**config.mk**
```make
export PLATFORM = sky130hd
export DESIGN_NAME = board_init_master_flat
export DESIGN_NICKNAME = d
export VERILOG_FILES = /design/src/rtl/board_pkg.sv /design/src/rtl/wishbone_if.sv /design/src/rtl/lfsr16.sv /design/src/rtl/board_init_master.sv /design/src/flat_wrapper.sv
export SDC_FILE = /design/constraint.sdc
export NUM_CORES = 1
export LEC_CHECK = 0
export CAP_MARGIN = 20
export CORE_UTILIZATION = 35
export DETAILED_ROUTE_END_ITERATION = 6
export PLACE_DENSITY_LB_ADDON = 0.05
export SKIP_LAST_GASP = 1
export SLEW_MARGIN = 10
export SYNTH_ARGS = -nofsm -noshare
export SYNTH_HDL_FRONTEND = slang
export SYNTH_SLANG_ARGS = --single-unit
```
**constraint.sdc**
```tcl
create_clock -name clk74MHz -period 5.2 [get_ports clk74MHz]
set_input_delay 0.52 -clock clk74MHz [delete_from_list [all_inputs] [get_ports clk74MHz]]
set_output_delay 0.52 -clock clk74MHz [all_outputs]
set_load 0.05 [all_outputs]
```
**src/rtl/board_pkg.sv**
```systemverilog
// rtl/board_pkg.sv - shared cell encodings, FSM states and LFSR step for board initialisation
package board_pkg;

    localparam int ADDR_W = 8;
    localparam int CELL_W = 8;

    localparam logic [CELL_W-1:0] CELL_EMPTY = 8'h00;
    localparam logic [CELL_W-1:0] CELL_MINE  = 8'h80;

    localparam int MINE_BIT     = 7;
    localparam int REVEALED_BIT = 6;
    localparam int FLAG_BIT     = 5;
    localparam int COUNT_MSB    = 3;
    localparam int COUNT_LSB    = 0;

    localparam logic [15:0] LFSR_DEFAULT = 16'hACE1;

    typedef enum logic [2:0] {
        ST_IDLE,
        ST_CLEAR,
        ST_PICK,
        ST_READ,
        ST_WRITE,
        ST_DONE
    } init_state_t;

    // One step of the x^16+x^14+x^13+x^11 Fibonacci LFSR (right-shifting form).
    function automatic logic [15:0] lfsr_advance(input logic [15:0] v);
        return {v[0] ^ v[2] ^ v[3] ^ v[5], v[15:1]};
    endfunction

endpackage

```
**src/rtl/wishbone_if.sv**
```systemverilog
// rtl/wishbone_if.sv - classic single-transfer Wishbone bus toward the board-memory arbiter
interface wishbone_if;
    import board_pkg::*;

    logic              cyc;
    logic              stb;
    logic              we;
    logic [ADDR_W-1:0] adr;
    logic [CELL_W-1:0] dat_w;
    logic [CELL_W-1:0] dat_r;
    logic              ack;

    modport master (output cyc, stb, we, adr, dat_w, input dat_r, ack);
    modport slave  (input cyc, stb, we, adr, dat_w, output dat_r, ack);

endinterface

```
**src/rtl/lfsr16.sv**
```systemverilog
// rtl/lfsr16.sv - 16-bit mine-position LFSR with seed load and single-step advance
module lfsr16
    import board_pkg::*;
(
    input  logic        clk,
    input  logic        rst_n,
    input  logic        load,
    input  logic [15:0] seed,
    input  logic        step,
    output logic [15:0] value
);

    // A zero seed would lock the register, so it is replaced by the default.
    always_ff @(posedge clk or negedge rst_n) begin
        if (!rst_n) begin
            value <= LFSR_DEFAULT;
        end else if (load) begin
            value <= (seed == 16'h0000) ? LFSR_DEFAULT : seed;
        end else if (step) begin
            value <= lfsr_advance(value);
        end
    end

endmodule

```
**src/rtl/board_init_master.sv**
```systemverilog
// rtl/board_init_master.sv - clears the active board and scatters mines over Wishbone
module board_init_master
    import board_pkg::*;
#(
    parameter int BOARD_SIZE = 16,
    parameter int LFSR_W     = 16
) (
    input  logic              clk74MHz,
    input  logic              rst,
    input  logic              start,
    input  logic [4:0]        board_size,
    input  logic [7:0]        mine_count,
    input  logic [LFSR_W-1:0] seed,
    output logic              busy,
    output logic              done,
    output logic [7:0]        mines_placed,
    wishbone_if.master        wb
);

    localparam logic [4:0] N_MIN = 5'd2;
    localparam logic [4:0] N_MAX = 5'(BOARD_SIZE);

    init_state_t       state, state_d;
    logic              cyc_q, cyc_d;
    logic              we_q, we_d;
    logic [ADDR_W-1:0] adr_q, adr_d;
    logic [CELL_W-1:0] dat_w_q, dat_w_d;
    logic [4:0]        n_q, n_d;
    logic [7:0]        m_eff_q, m_eff_d;
    logic [7:0]        placed_q, placed_d;
    logic [3:0]        row_q, row_d;
    logic [3:0]        col_q, col_d;

    logic              lfsr_load;
    logic              lfsr_step;
    logic [15:0]       lfsr_value;
    logic [15:0]       seed16;
    logic [7:0]        lfsr_lo;

    logic [4:0]        n_clamped;
    logic [9:0]        n_sq;
    logic [7:0]        m_clamped;
    logic              col_last;
    logic              row_last;
    logic              cand_in_range;

    assign seed16  = 16'(seed);
    assign lfsr_lo = 8'(lfsr_advance(lfsr_value));

    lfsr16 u_lfsr (
        .clk   (clk74MHz),
        .rst_n (rst),
        .load  (lfsr_load),
        .seed  (seed16),
        .step  (lfsr_step),
        .value (lfsr_value)
    );

    // Clamp the requested edge and mine count; one cell is always kept mine-free.
    always_comb begin
        n_clamped = board_size;
        if (board_size < N_MIN) begin
            n_clamped = N_MIN;
        end else if (board_size > N_MAX) begin
            n_clamped = N_MAX;
        end
        n_sq      = 10'(n_clamped) * 10'(n_clamped);
        m_clamped = mine_count;
        if ({2'b00, mine_count} > (n_sq - 10'd1)) begin
            m_clamped = 8'(n_sq - 10'd1);
        end
    end

    assign col_last      = ({1'b0, col_q} == (n_q - 5'd1));
    assign row_last      = ({1'b0, row_q} == (n_q - 5'd1));
    assign cand_in_range = ({1'b0, lfsr_lo[3:0]} < n_q) && ({1'b0, lfsr_lo[7:4]} < n_q);

    assign wb.cyc       = cyc_q;
    assign wb.stb       = cyc_q;
    assign wb.we        = we_q;
    assign wb.adr       = adr_q;
    assign wb.dat_w     = dat_w_q;
    assign mines_placed = placed_q;

    // State and bus registers; reset drops any transfer in flight immediately.
    always_ff @(posedge clk74MHz or negedge rst) begin
        if (!rst) begin
            state    <= ST_IDLE;
            cyc_q    <= 1'b0;
            we_q     <= 1'b0;
            adr_q    <= '0;
            dat_w_q  <= '0;
            n_q      <= N_MIN;
            m_eff_q  <= '0;
            placed_q <= '0;
            row_q    <= '0;
            col_q    <= '0;
        end else begin
            state    <= state_d;
            cyc_q    <= cyc_d;
            we_q     <= we_d;
            adr_q    <= adr_d;
            dat_w_q  <= dat_w_d;
            n_q      <= n_d;
            m_eff_q  <= m_eff_d;
            placed_q <= placed_d;
            row_q    <= row_d;
            col_q    <= col_d;
        end
    end

    // Sequencer: a transfer opens when cyc is low and closes on ack, which
    // leaves one idle cycle between consecutive transfers.
    always_comb begin
        state_d   = state;
        cyc_d     = cyc_q;
        we_d      = we_q;
        adr_d     = adr_q;
        dat_w_d   = dat_w_q;
        n_d       = n_q;
        m_eff_d   = m_eff_q;
        placed_d  = placed_q;
        row_d     = row_q;
        col_d     = col_q;
        lfsr_load = 1'b0;
        lfsr_step = 1'b0;
        busy      = 1'b1;
        done      = 1'b0;

        unique case (state)
            ST_IDLE: begin
                busy = 1'b0;
                if (start) begin
                    n_d       = n_clamped;
                    m_eff_d   = m_clamped;
                    placed_d  = '0;
                    row_d     = '0;
                    col_d     = '0;
                    lfsr_load = 1'b1;
                    state_d   = ST_CLEAR;
                end
            end
            ST_CLEAR: begin
                if (!cyc_q) begin
                    cyc_d   = 1'b1;
                    we_d    = 1'b1;
                    adr_d   = {row_q, col_q};
                    dat_w_d = CELL_EMPTY;
                end else if (wb.ack) begin
                    cyc_d = 1'b0;
                    if (col_last) begin
                        col_d = '0;
                        if (row_last) begin
                            state_d = ST_PICK;
                        end else begin
                            row_d = row_q + 4'd1;
                        end
                    end else begin
                        col_d = col_q + 4'd1;
                    end
                end
            end
            ST_PICK: begin
                if (placed_q == m_eff_q) begin
                    state_d = ST_DONE;
                end else begin
                    lfsr_step = 1'b1;
                    row_d     = lfsr_lo[3:0];
                    col_d     = lfsr_lo[7:4];
                    if (cand_in_range) begin
                        state_d = ST_READ;
                    end
                end
            end
            ST_READ: begin
                if (!cyc_q) begin
                    cyc_d   = 1'b1;
                    we_d    = 1'b0;
                    adr_d   = {row_q, col_q};
                    dat_w_d = CELL_EMPTY;
                end else if (wb.ack) begin
                    cyc_d   = 1'b0;
                    state_d = wb.dat_r[MINE_BIT] ? ST_PICK : ST_WRITE;
                end
            end
            ST_WRITE: begin
                if (!cyc_q) begin
                    cyc_d   = 1'b1;
                    we_d    = 1'b1;
                    adr_d   = {row_q, col_q};
                    dat_w_d = CELL_MINE;
                end else if (wb.ack) begin
                    cyc_d    = 1'b0;
                    placed_d = placed_q + 8'd1;
                    state_d  = ST_PICK;
                end
            end
            ST_DONE: begin
                busy    = 1'b0;
                done    = 1'b1;
                state_d = ST_IDLE;
            end
            default: begin
                state_d = ST_IDLE;
            end
        endcase
    end

endmodule

```
**src/flat_wrapper.sv**
```systemverilog
// flat-port wrapper written by rule: the top's interface ports become plain ports
module board_init_master_flat import board_pkg::*;
#(
    parameter int BOARD_SIZE = 16,
    parameter int LFSR_W     = 16
)
  (clk74MHz, rst, start, board_size, mine_count, seed, busy, done, mines_placed, wb_cyc, wb_stb, wb_we, wb_adr, wb_dat_w, wb_dat_r, wb_ack);
  wishbone_if wb_i ();
  input  logic clk74MHz;
  input  logic rst;
  input  logic start;
  input  logic [4:0] board_size;
  input  logic [7:0] mine_count;
  input  logic [LFSR_W-1:0] seed;
  output logic busy;
  output logic done;
  output logic [7:0] mines_placed;
  output wire logic [$bits(wb_i.cyc)-1:0] wb_cyc;
  output wire logic [$bits(wb_i.stb)-1:0] wb_stb;
  output wire logic [$bits(wb_i.we)-1:0] wb_we;
  output wire logic [$bits(wb_i.adr)-1:0] wb_adr;
  output wire logic [$bits(wb_i.dat_w)-1:0] wb_dat_w;
  input wire logic [$bits(wb_i.dat_r)-1:0] wb_dat_r;
  input wire logic [$bits(wb_i.ack)-1:0] wb_ack;
  assign wb_cyc = wb_i.cyc;
  assign wb_stb = wb_i.stb;
  assign wb_we = wb_i.we;
  assign wb_adr = wb_i.adr;
  assign wb_dat_w = wb_i.dat_w;
  assign wb_i.dat_r = wb_dat_r;
  assign wb_i.ack = wb_ack;
  board_init_master #(.BOARD_SIZE(BOARD_SIZE), .LFSR_W(LFSR_W)) u_core (.clk74MHz(clk74MHz), .rst(rst), .start(start), .board_size(board_size), .mine_count(mine_count), .seed(seed), .busy(busy), .done(done), .mines_placed(mines_placed), .wb(wb_i));
endmodule
```
==> results of run 1 <==
-- final timing paths --
kind | start | end | slack, ps
max | board_size[3] | u_core.m_eff_q[7]$_DFFE_PN0P_ | 310
min in group clk74MHz | u_core.u_lfsr.value[11]$_DFFE_PN1P_ | u_core.u_lfsr.value[11]$_DFFE_PN1P_ | 480
min reg2reg | u_core.u_lfsr.value[11]$_DFFE_PN1P_ | u_core.u_lfsr.value[11]$_DFFE_PN1P_ | 480
max in group asynchronous | rst | u_core.m_eff_q[3]$_DFFE_PN0P_ | 4340
min | rst | u_core.wb.adr[1]$_DFFE_PN0P_ | 340
max reg2reg | u_core.mines_placed[4]$_DFFE_PN0P_ | u_core.row_q[3]$_DFFE_PN0P_ | 2530
-- critical path: cells and delay by family --
| kind | cells | cell delay, ps |
|---|---|---|
| AOI/OAI and AO/OA | 5 | 1050 |
| xor gates and xnor gates | 1 | 160 |
| adders and majority gates | 5 | 1860 |
| and+or+nand+nor | 5 | 1000 |
| buffers and inverters | 2 | 520 |
-- logic make-up (layout without fill, tap and decap cells) --
family                     count (synthesis)  after routing  synth area share [%]
and+or+nand+nor                          170            170                  20.0
xor gates and xnor gates                  29             29                  5.90
muxes                                     15             15                  3.75
adders and majority gates                 38             38                  12.1
other                                      2             14                 0.174
DFF                                       59             59                  34.5
buffers and inverters                     46            114                  5.02
AOI/OAI and AO/OA                        122            122                  18.5
-- power breakdown --
group          internal [uW]  total [uW]  leakage (uW)  switching [uW]
clock network            369         563      0.000138             195
registers                690         917      0.000723             227
logic                    747        1730       0.00148             987
-- cells in the mapped netlist (3+ instances only) --
cell type,instances
a211oi_1,4
a21o_1,6
a21oi_1,32
a221o_1,3
a22oi_1,3
a31oi_1,7
and2_1,7
and3_1,4
buf_2,5
buf_4,8
clkbuf_1,8
dfrtp_1,50
dfstp_2,9
fa_1,6
ha_1,32
inv_1,22
mux2_2,9
mux2i_1,6
nand2_1,52
nand2b_1,7
nand3_1,5
nand4_1,9
nor2_1,47
nor2b_1,6
nor3_1,5
nor3_2,5
nor4_1,5
o21a_1,5
o21ai_0,26
o21ai_1,4
o31ai_1,5
or3_1,4
xnor2_1,16
xor2_1,13
-- area by class of cell --
type                            instances  area (um2)  area share, %
Inverter                               23        86.3           1.60
Sequential cell                        59        1490           27.6
Clock buffer                           13         240           4.46
Tap cell                              147         184           3.42
Clock inverter                          3        40.0          0.744
Multi-Input combinational cell        388        2650           49.2
Timing Repair Buffer                   75         696           12.9
-- through the flow --
step                      instances  cell area, um2  power [uW]  TNS [ps]
final                           708            5380        3210         0
after global routing            708            5380        3500         0
after CTS                       708            5380        3250         0
after detailed placement        692            5100        2660     -25.5
after global placement          692            5100        2650         0
after floorplan                 493            4350        2180         0
-- flip-flops by register name, indices dropped and copies added (netlist names) --
signal,count
u_core.wb.we,1
u_core.row_q,4
u_core.u_lfsr.value,16
u_core.mines_placed,8
u_core.n_q,5
u_core.wb.dat_w,1
u_core.wb.cyc,1
u_core.state,3
u_core.wb.adr,8
u_core.m_eff_q,8
u_core.col_q,4
-- routing by layer --
metal | up-vias | part of all wire (%)
met3 | 13 | 3.3
li1 | 1850 | -
met2 | 73 | 46
met5 | - | 0
met1 | 1730 | 50
met4 | 0 | 1.5
==> impl_results.md, run 1 <==
* Status: complete, but fails checks
* Failing checks: DRC
* Vias per inst at 5.18
* Async SR Flop Fraction at 100%
* # DRC at 1
* Setup WS post-layout at 307 ps
* Die Span X at 113 um
* Boundary pin count at 70
* Area Growth Syn to Fin at 24.9%
* Drt total wl at 10400 um
* Filler cells at 1195
* Cell variety after synth at 70
* Ant. Diodes at 0
* Count of final hold-check violations at 0
* GRT Total Usage at 18.1%
* Initial antenna violation count at 0
* P per Cell Area at 597 nW/um2
* Cell area after synthesis at 4310 um2
* Total congestion overflow at 0
* Post-DP HPWL at 8030 um
* Die Ht at 113 um
* GPL Wtd Cong at 0.802
* Critical path's most frequent cell: ha_1
* Final min period at 4890 ps
* Final core occ at 44.8%
* Total CTS buffers at 9
* Worst slew pin tran at 1050 ps
* Hold buffer count at cts at 0
* Setup Fix Bufs, Post-CTS at 0
* Pre-antenna DRT Iters at 7
* Most frequent cells in the layout: clkdlybuf4s50_1, nand2_1, dfrtp_1
* DR WL/cell at 14.7 um
* Yosys top cell area share at 29.0%
* Max Cap Viol at 0
* Syn_area_per_cell at 8.96 um2
* H-tree depth at 3
* DRT iter0 DRCs at 198
* Worst hold path class: primary input to async pin
* FP Rows at 40
* Crit-path max cell delay at 490 ps
* Met2 usage at 28.6%
* VDD IR max at 175 uV
* Clock latency on the worst-skew pair at 330 ps
* Clock slew at reported path FFs at 50 ps
* Initial Util at 35.9%
* Worst rel slew slack at 29.7%
* RSZ-0062 raised after global routing: no
* Ranking of synthesized cells by area: dfrtp_1, ha_1, dfstp_2, nand2_1, nor2_1
* Number of synthesized register bits at 59
* Clock skew at 10.1 ps
* CP Data Required Time at 5410 ps
* Worst Path Max Fanout at 7
* Post-synthesis sequential area ratio at 34.5%
* Most common cell after layout, fill and taps aside: clkdlybuf4s50_1
* Routed Antenna Nets at 0
* Place WS at -22.9 ps
* Final Net Count at 635
* LEAKAGE at 0.00234 uW
* Syn Inst Count at 481
* Global-route track usage on met3 at 3.48%
* Period utilisation layout at 94.1%
* GR Util met1 at 24.5%
* EDFF count, synth at 0
* Critical path startpoint category: primary input
* Critical Path Sink Type: flop
* Pins over their slew limit at 0
* Share of cells above drive strength 1 at 12.7%
* First-pass GRT wire length at 18200 um
* Worst EP arrival at 5110 ps
* Worst path cell trace: clkdlybuf4s50_1, nor2b_1, nand2_1, fa_1, inv_1, fa_1, ha_1, ha_1, nand4b_1, o21a_1, xor2_1, ha_1, nand4_1, a21oi_1, o311a_1, or3_1, a31o_1, a22o_1
* Vias in the first global route at 3659
* GRT busiest layer: met2
* CTS tree: built
* Setup Crit Path Kind: primary input to flop
* R2R depth at 6
* Ys Warns at 0
* Final setup viols at 0
* Clk sink count at 59
* Root Buffer: clkbuf_16
* WHS at 335 ps
* Post-synth top area cell: dfrtp_1
* Slowest-stage cell, CP: fa_1
* DIE AREA at 12800 um2
* Largest net degree at the start of global routing at 60
* Core area at 12000 um2
* Post-cts sizing count at 0
* Primary FF master, synth: dfrtp_1
* Clock Path Buffers at 2
* Max frequency at 0.204 GHz
* IO buf count at 55
* Routed vias at 3666
(Power assumes the default switching activity.)
==> run 2: changes to the inputs <==
Settings changed: PLACE_DENSITY_LB_ADDON 0.05 to unset.
==> impl_results.md, run 2 (synthesis results as in run 1) <==
* Max frequency at 0.205 GHz (was 0.204 GHz)
* Worst Path Max Fanout at 7 (unchanged)
* CTS tree: built (unchanged)
* Routed Antenna Nets at 0 (unchanged)
* Pins over their slew limit at 0 (unchanged)
* Core area at 12000 um2 (unchanged)
* Max Cap Viol at 0 (unchanged)
* Placed cells at 691 (was 692)
* R2R depth at 6 (unchanged)
* Slack of the worst reg-to-reg path at 2570 ps (was 2530 ps)
* DR WL/cell at 14.5 um (was 14.7 um)
* Final Net Count at 634 (was 635)
* Vias in the first global route at 3710 (was 3659)
* Most frequent cells in the layout: clkdlybuf4s50_1, nand2_1, dfrtp_1 (unchanged)
* Clock Path Buffers at 2 (unchanged)
* Boundary pin count at 70 (unchanged)
* Status: completed (was complete, but fails checks)
* Clock slew at reported path FFs at 50 ps (about the same)
* Largest net degree at the start of global routing at 60 (unchanged)
* Clk sink count at 59 (unchanged)
* Setup Fix Bufs, Post-CTS at 0 (unchanged)
* Count of final hold-check violations at 0 (unchanged)
* Final setup viols at 0 (unchanged)
* Die Span X at 113 um (unchanged)
* IO buf count at 55 (unchanged)
* Reg-to-reg endpoint: u_core.row_q[3]$_DFFE_PN0P_ (unchanged)
* CP Data Required Time at 5420 ps (was 5410 ps)
* Clock latency on the worst-skew pair at 330 ps (about the same)
* Setup Crit Path Kind: primary input to flop (unchanged)
* Max reg flops at 16 (unchanged)
* Routed vias at 3711 (was 3666)
* Ant. Diodes at 0 (unchanged)
* FP Rows at 40 (unchanged)
* Pre-antenna DRT Iters at 4 (was 7)
* Worst r2r src: u_core.mines_placed[4]$_DFFE_PN0P_ (unchanged)
* Initial Util at 35.9% (unchanged)
* Area Growth Syn to Fin at 25.6% (was 24.9%)
* GPL Wtd Cong at 0.814 (was 0.802)
* Worst hold path class: primary input to async pin (unchanged)
* Drt total wl at 10300 um (was 10400 um)
* Clock skew at 7.50 ps (was 10.1 ps)
* Final setup TNS at 0 ps (unchanged)
* Most common cell after layout, fill and taps aside: clkdlybuf4s50_1 (unchanged)
* Critical Path Sink Type: flop (unchanged)
* Worst slew pin tran at 1010 ps (was 1050 ps)
* LEAKAGE at 0.00235 uW (was 0.00234 uW)
* Placed Instance Area at 5090 um2 (was 5100 um2)
* Root Buffer: clkbuf_16 (unchanged)
* Period utilisation layout at 93.8% (was 94.1%)
* P per Cell Area at 607 nW/um2 (was 597 nW/um2)
* Fin cells at 707 (was 708)
* RSZ-0062 raised after global routing: no (unchanged)
* Final min period at 4880 ps (was 4890 ps)
* Initial antenna violation count at 0 (unchanged)
* Total congestion overflow at 0 (unchanged)
* VDD IR max at 180 uV (was 175 uV)
* Vias per inst at 5.25 (was 5.18)
* H-tree depth at 3 (unchanged)
* Hold buffer count at cts at 0 (unchanged)
* Post-DP HPWL at 7880 um (was 8030 um)
* First-pass GRT wire length at 18000 um (was 18200 um)
* Reg with most FFs: u_core.u_lfsr.value (unchanged)
* Total CTS buffers at 9 (unchanged)
* Worst EP arrival at 5090 ps (was 5110 ps)
* Post-route cell area at 5410 um2 (was 5380 um2)
* Die Ht at 113 um (unchanged)
* DIE AREA at 12800 um2 (unchanged)
* Critical path startpoint category: primary input (unchanged)
* GRT Total Usage at 17.7% (was 18.1%)
* DRT iter0 DRCs at 234 (was 198)
* # DRC at 0 (was 1)
* Share of cells above drive strength 1 at 13.0% (was 12.7%)
* Worst rel slew slack at 32.4% (was 29.7%)
[run 2: how the worst max path moves through the flow]
stage,from,to,slack (ps),cells past startpoint
after detailed placement,board_size[3],u_core.m_eff_q[7]$_DFFE_PN0P_,-80,18
after CTS,board_size[3],u_core.m_eff_q[2]$_DFFE_PN0P_,250,19
final,board_size[3],u_core.m_eff_q[7]$_DFFE_PN0P_,320,18
after floorplan,board_size[3],u_core.m_eff_q[7]$_DFFE_PN0P_,500,18
after global routing,board_size[3],u_core.m_eff_q[3]$_DFFE_PN0P_,10,19
after global placement,board_size[3],u_core.m_eff_q[7]$_DFFE_PN0P_,50,18
[run 2: repair_timing]
action                                  4_1_cts  5_1_grt
endpoints found under the hold margin         0        0
endpoints found under the setup margin        0        3
gates resized for setup                       0        1
[run 2: through the flow]
| stage | util, % | total power [uW] | hold WS, ps | worst slack (ps) |
|---|---|---|---|---|
| after floorplan | - | 2180 | 224 | 504 |
| after global placement | 42.4 | 2600 | 471 | 46.1 |
| after detailed placement | 42.4 | 2650 | 479 | -81.6 |
| after CTS | 45.0 | 3290 | 382 | 251 |
| after global routing | 45.0 | 3550 | 418 | 12.5 |
| final | 45.0 | 3280 | 340 | 323 |
[run 2: layout make-up]
cell class | instances | area [um2]
clock buffers | 11 | 233
clock inverters | 5 | 77.6
fillers | 1206 | 6600
inverters | 23 | 86.3
multi-input cells | 388 | 2650
flip-flops and latches | 59 | 1490
well taps | 147 | 184
repair buffers | 74 | 688
[run 2: report_power, final]
part	internal [uW]	switching [uW]	total, uW
combinational	750	989	1740
clock	417	207	624
sequential	689	230	919
[run 2: metal layers]
metal / up-vias / global-route usage [%] / part of all wire (%)
met5: - / 0 / 0
met4: 0 / 7.02 / 1.8
met3: 17 / 2.95 / 4.2
met2: 76 / 29.7 / 48
met1: 1776 / 22.8 / 46
li1: 1842 / - / -
[run 2: worst max-delay path: stages]
cell and delay [ps]:
clkdlybuf4s50_1 470, nor2b_1 170, nand2_1 120, fa_1 490, inv_1 50, fa_1 430, ha_1 310, ha_1 330
nand4b_1 130, o21a_1 230, xor2_1 220, ha_1 290, nand4_1 140, a21oi_1 60, o311a_1 340, or3_4 420
a31o_1 230, a22o_1 170
==> run 3: changes to the inputs <==
Clock period 5.2 ns to 4.8 ns, I/O delays scaled along.
==> impl_results.md, run 3 (synthesis results as in run 1) <==
* First-pass GRT wire length at 17600 um (was 18000 um)
* Clock Path Buffers at 2 (unchanged)
* Fin cells at 725 (was 707)
* Vias in the first global route at 3764 (was 3710)
* Placed Instance Area at 5190 um2 (was 5090 um2)
* Final min period at 4610 ps
* FP Rows at 40 (unchanged)
* DIE AREA at 12800 um2 (unchanged)
* GPL Wtd Cong at 0.823 (was 0.814)
* Share of cells above drive strength 1 at 17.8% (was 13.0%)
* Routed vias at 3837 (was 3711)
* Die Span X at 113 um (unchanged)
* LEAKAGE at 0.00247 uW (was 0.00235 uW)
* P per Cell Area at 647 nW/um2 (was 607 nW/um2)
* Total congestion overflow at 0 (unchanged)
* Boundary pin count at 70 (unchanged)
* Drt total wl at 10700 um (was 10300 um)
* Final Net Count at 652 (was 634)
* Worst slew pin tran at 1040 ps (was 1010 ps)
* Crit-path max cell delay at 520 ps (was 490 ps)
* Most common cell after layout, fill and taps aside: nand2_1 (was clkdlybuf4s50_1)
* Clock latency on the worst-skew pair at 330 ps (about the same)
* Reg-to-reg endpoint: u_core.row_q[3]$_DFFE_PN0P_ (unchanged)
* Top Family by Delay on Critical Path: adder cells (unchanged)
* Final setup TNS at 0 ps (unchanged)
* Initial antenna violation count at 0 (unchanged)
* Placed cells at 704 (was 691)
* Routed Antenna Nets at 0 (unchanged)
* Die Ht at 113 um (unchanged)
* Final setup viols at 0 (unchanged)
* DR WL/cell at 14.7 um (was 14.5 um)
* RSZ-0062 raised after global routing: no (unchanged)
* Worst hold path class: primary input to async pin (unchanged)
* Max Cap Viol at 0 (unchanged)
* Slack of the worst reg-to-reg path at 2160 ps (was 2570 ps)
* Area Growth Syn to Fin at 30.7% (was 25.6%)
* Most frequent cells in the layout: nand2_1, clkdlybuf4s50_1, dfrtp_1 (was clkdlybuf4s50_1, nand2_1, dfrtp_1)
* Worst path cell trace: clkdlybuf4s50_1, nand2_1, fa_1, inv_1, fa_2, ha_1, ha_1, nand4b_1, o21a_2, xor2_2, ha_4, and2_1, o311a_1, or3_4, buf_4, a31oi_2, a221o_1 (was clkdlybuf4s50_1, nor2b_1, nand2_1, fa_1, inv_1, fa_1, ha_1, ha_1, nand4b_1, o21a_1, xor2_1, ha_1, nand4_1, a21oi_1, o311a_1, or3_4, a31o_1, a22o_1)
* Setup Crit Path Kind: primary input to flop (unchanged)
* Critical Path Sink Type: flop (unchanged)
* Critical path origin: board_size[1] (was board_size[3])
* Buf/Inv on CP at 3 (was 2)
* Worst r2r src: u_core.mines_placed[4]$_DFFE_PN0P_ (unchanged)
* Initial Util at 35.9% (unchanged)
* Root Buffer: clkbuf_16 (unchanged)
* Worst rel slew slack at 30.1% (was 32.4%)
* Clock skew at 11.6 ps (was 7.50 ps)
* DRT iter0 DRCs at 203 (was 234)
* Post-route cell area at 5630 um2 (was 5410 um2)
* H-tree depth at 3 (unchanged)
* # DRC at 0 (unchanged)
* GRT Total Usage at 17.3% (was 17.7%)
* Filler cells at 1170 (was 1206)
* Max reg flops at 16 (unchanged)
* Pre-antenna DRT Iters at 4 (unchanged)
* Worst EP arrival at 4860 ps (was 5090 ps)
* Count of final hold-check violations at 0 (unchanged)
* Core area at 12000 um2 (unchanged)
* Final core occ at 46.9% (was 45.0%)
* Reg with most FFs: u_core.u_lfsr.value (unchanged)
* Post-DP HPWL at 7890 um (was 7880 um)
* Largest net degree at the start of global routing at 60 (unchanged)
* Status: completed (unchanged)
* Max frequency at 0.217 GHz
* Total CTS buffers at 9 (unchanged)
* IO buf count at 55 (unchanged)
* VDD IR max at 234 uV (was 180 uV)
* Slowest-stage cell, CP: fa_2 (was fa_1)
* Critical path's most frequent cell: ha_1 (unchanged)
* Clock slew at reported path FFs at 40 ps (was 50 ps)
* Pins over their slew limit at 0 (unchanged)
* CP Data Required Time at 5050 ps (was 5420 ps)
* R2R depth at 6 (unchanged)
* CTS tree: built (unchanged)
* Period utilisation layout at 96.0%
* Vias per inst at 5.29 (was 5.25)
* Worst Path Max Fanout at 6 (was 7)
* Critical path startpoint category: primary input (unchanged)
* Clk sink count at 59 (unchanged)
* Ant. Diodes at 0 (unchanged)
* WHS at 298 ps (was 340 ps)
[run 3: routing by layer]
| metal | vias up | global-route usage (%) | share of wire, % |
|---|---|---|---|
| met2 | 80 | 28.2 | 50 |
| met1 | 1867 | 22.2 | 46 |
| li1 | 1881 | - | - |
| met4 | 0 | 7.81 | 1.0 |
| met3 | 9 | 3.27 | 3.2 |
| met5 | - | 0 | 0 |
[run 3: where the power goes]
| group | internal [uW] | leakage, uW | switching (uW) |
|---|---|---|---|
| clock network | 398 | 0.000140 | 210 |
| registers | 747 | 0.000723 | 247 |
| logic | 914 | 0.00161 | 1120 |
[run 3: final cells by class]
type / instances / area [um2] / share of cell area, %
clock buffers: 12 / 236 / 4.20
clock inverters: 4 / 45.0 / 0.800
inverters: 23 / 86.3 / 1.53
multi-input cells: 388 / 2760 / 49.0
flip-flops and latches: 59 / 1490 / 26.4
well taps: 147 / 184 / 3.27
repair buffers: 92 / 831 / 14.8
[run 3: through the flow]
step / worst slack, ps / power, uW
after floorplan: 144 / 2360
after global placement: -274 / 2870
after detailed placement: -392 / 2910
after CTS: -17.5 / 3550
after global routing: 63.5 / 3940
final: 190 / 3640
[run 3: what timing repair did]
item	4_1_cts	5_1_grt
setup endpoints to repair	7	8
gates resized for setup	1	19
hold buffers	0	0
pin swaps	0	11
setup buffers	0	5
[run 3: worst max-delay path by stage]
stage                                               end  cells after the start
after floorplan           u_core.m_eff_q[7]$_DFFE_PN0P_                     18
after global placement    u_core.m_eff_q[6]$_DFFE_PN0P_                     19
after detailed placement  u_core.m_eff_q[7]$_DFFE_PN0P_                     18
after CTS                 u_core.m_eff_q[0]$_DFFE_PN0P_                     18
after global routing      u_core.m_eff_q[4]$_DFFE_PN0P_                     17
final                     u_core.m_eff_q[3]$_DFFE_PN0P_                     17
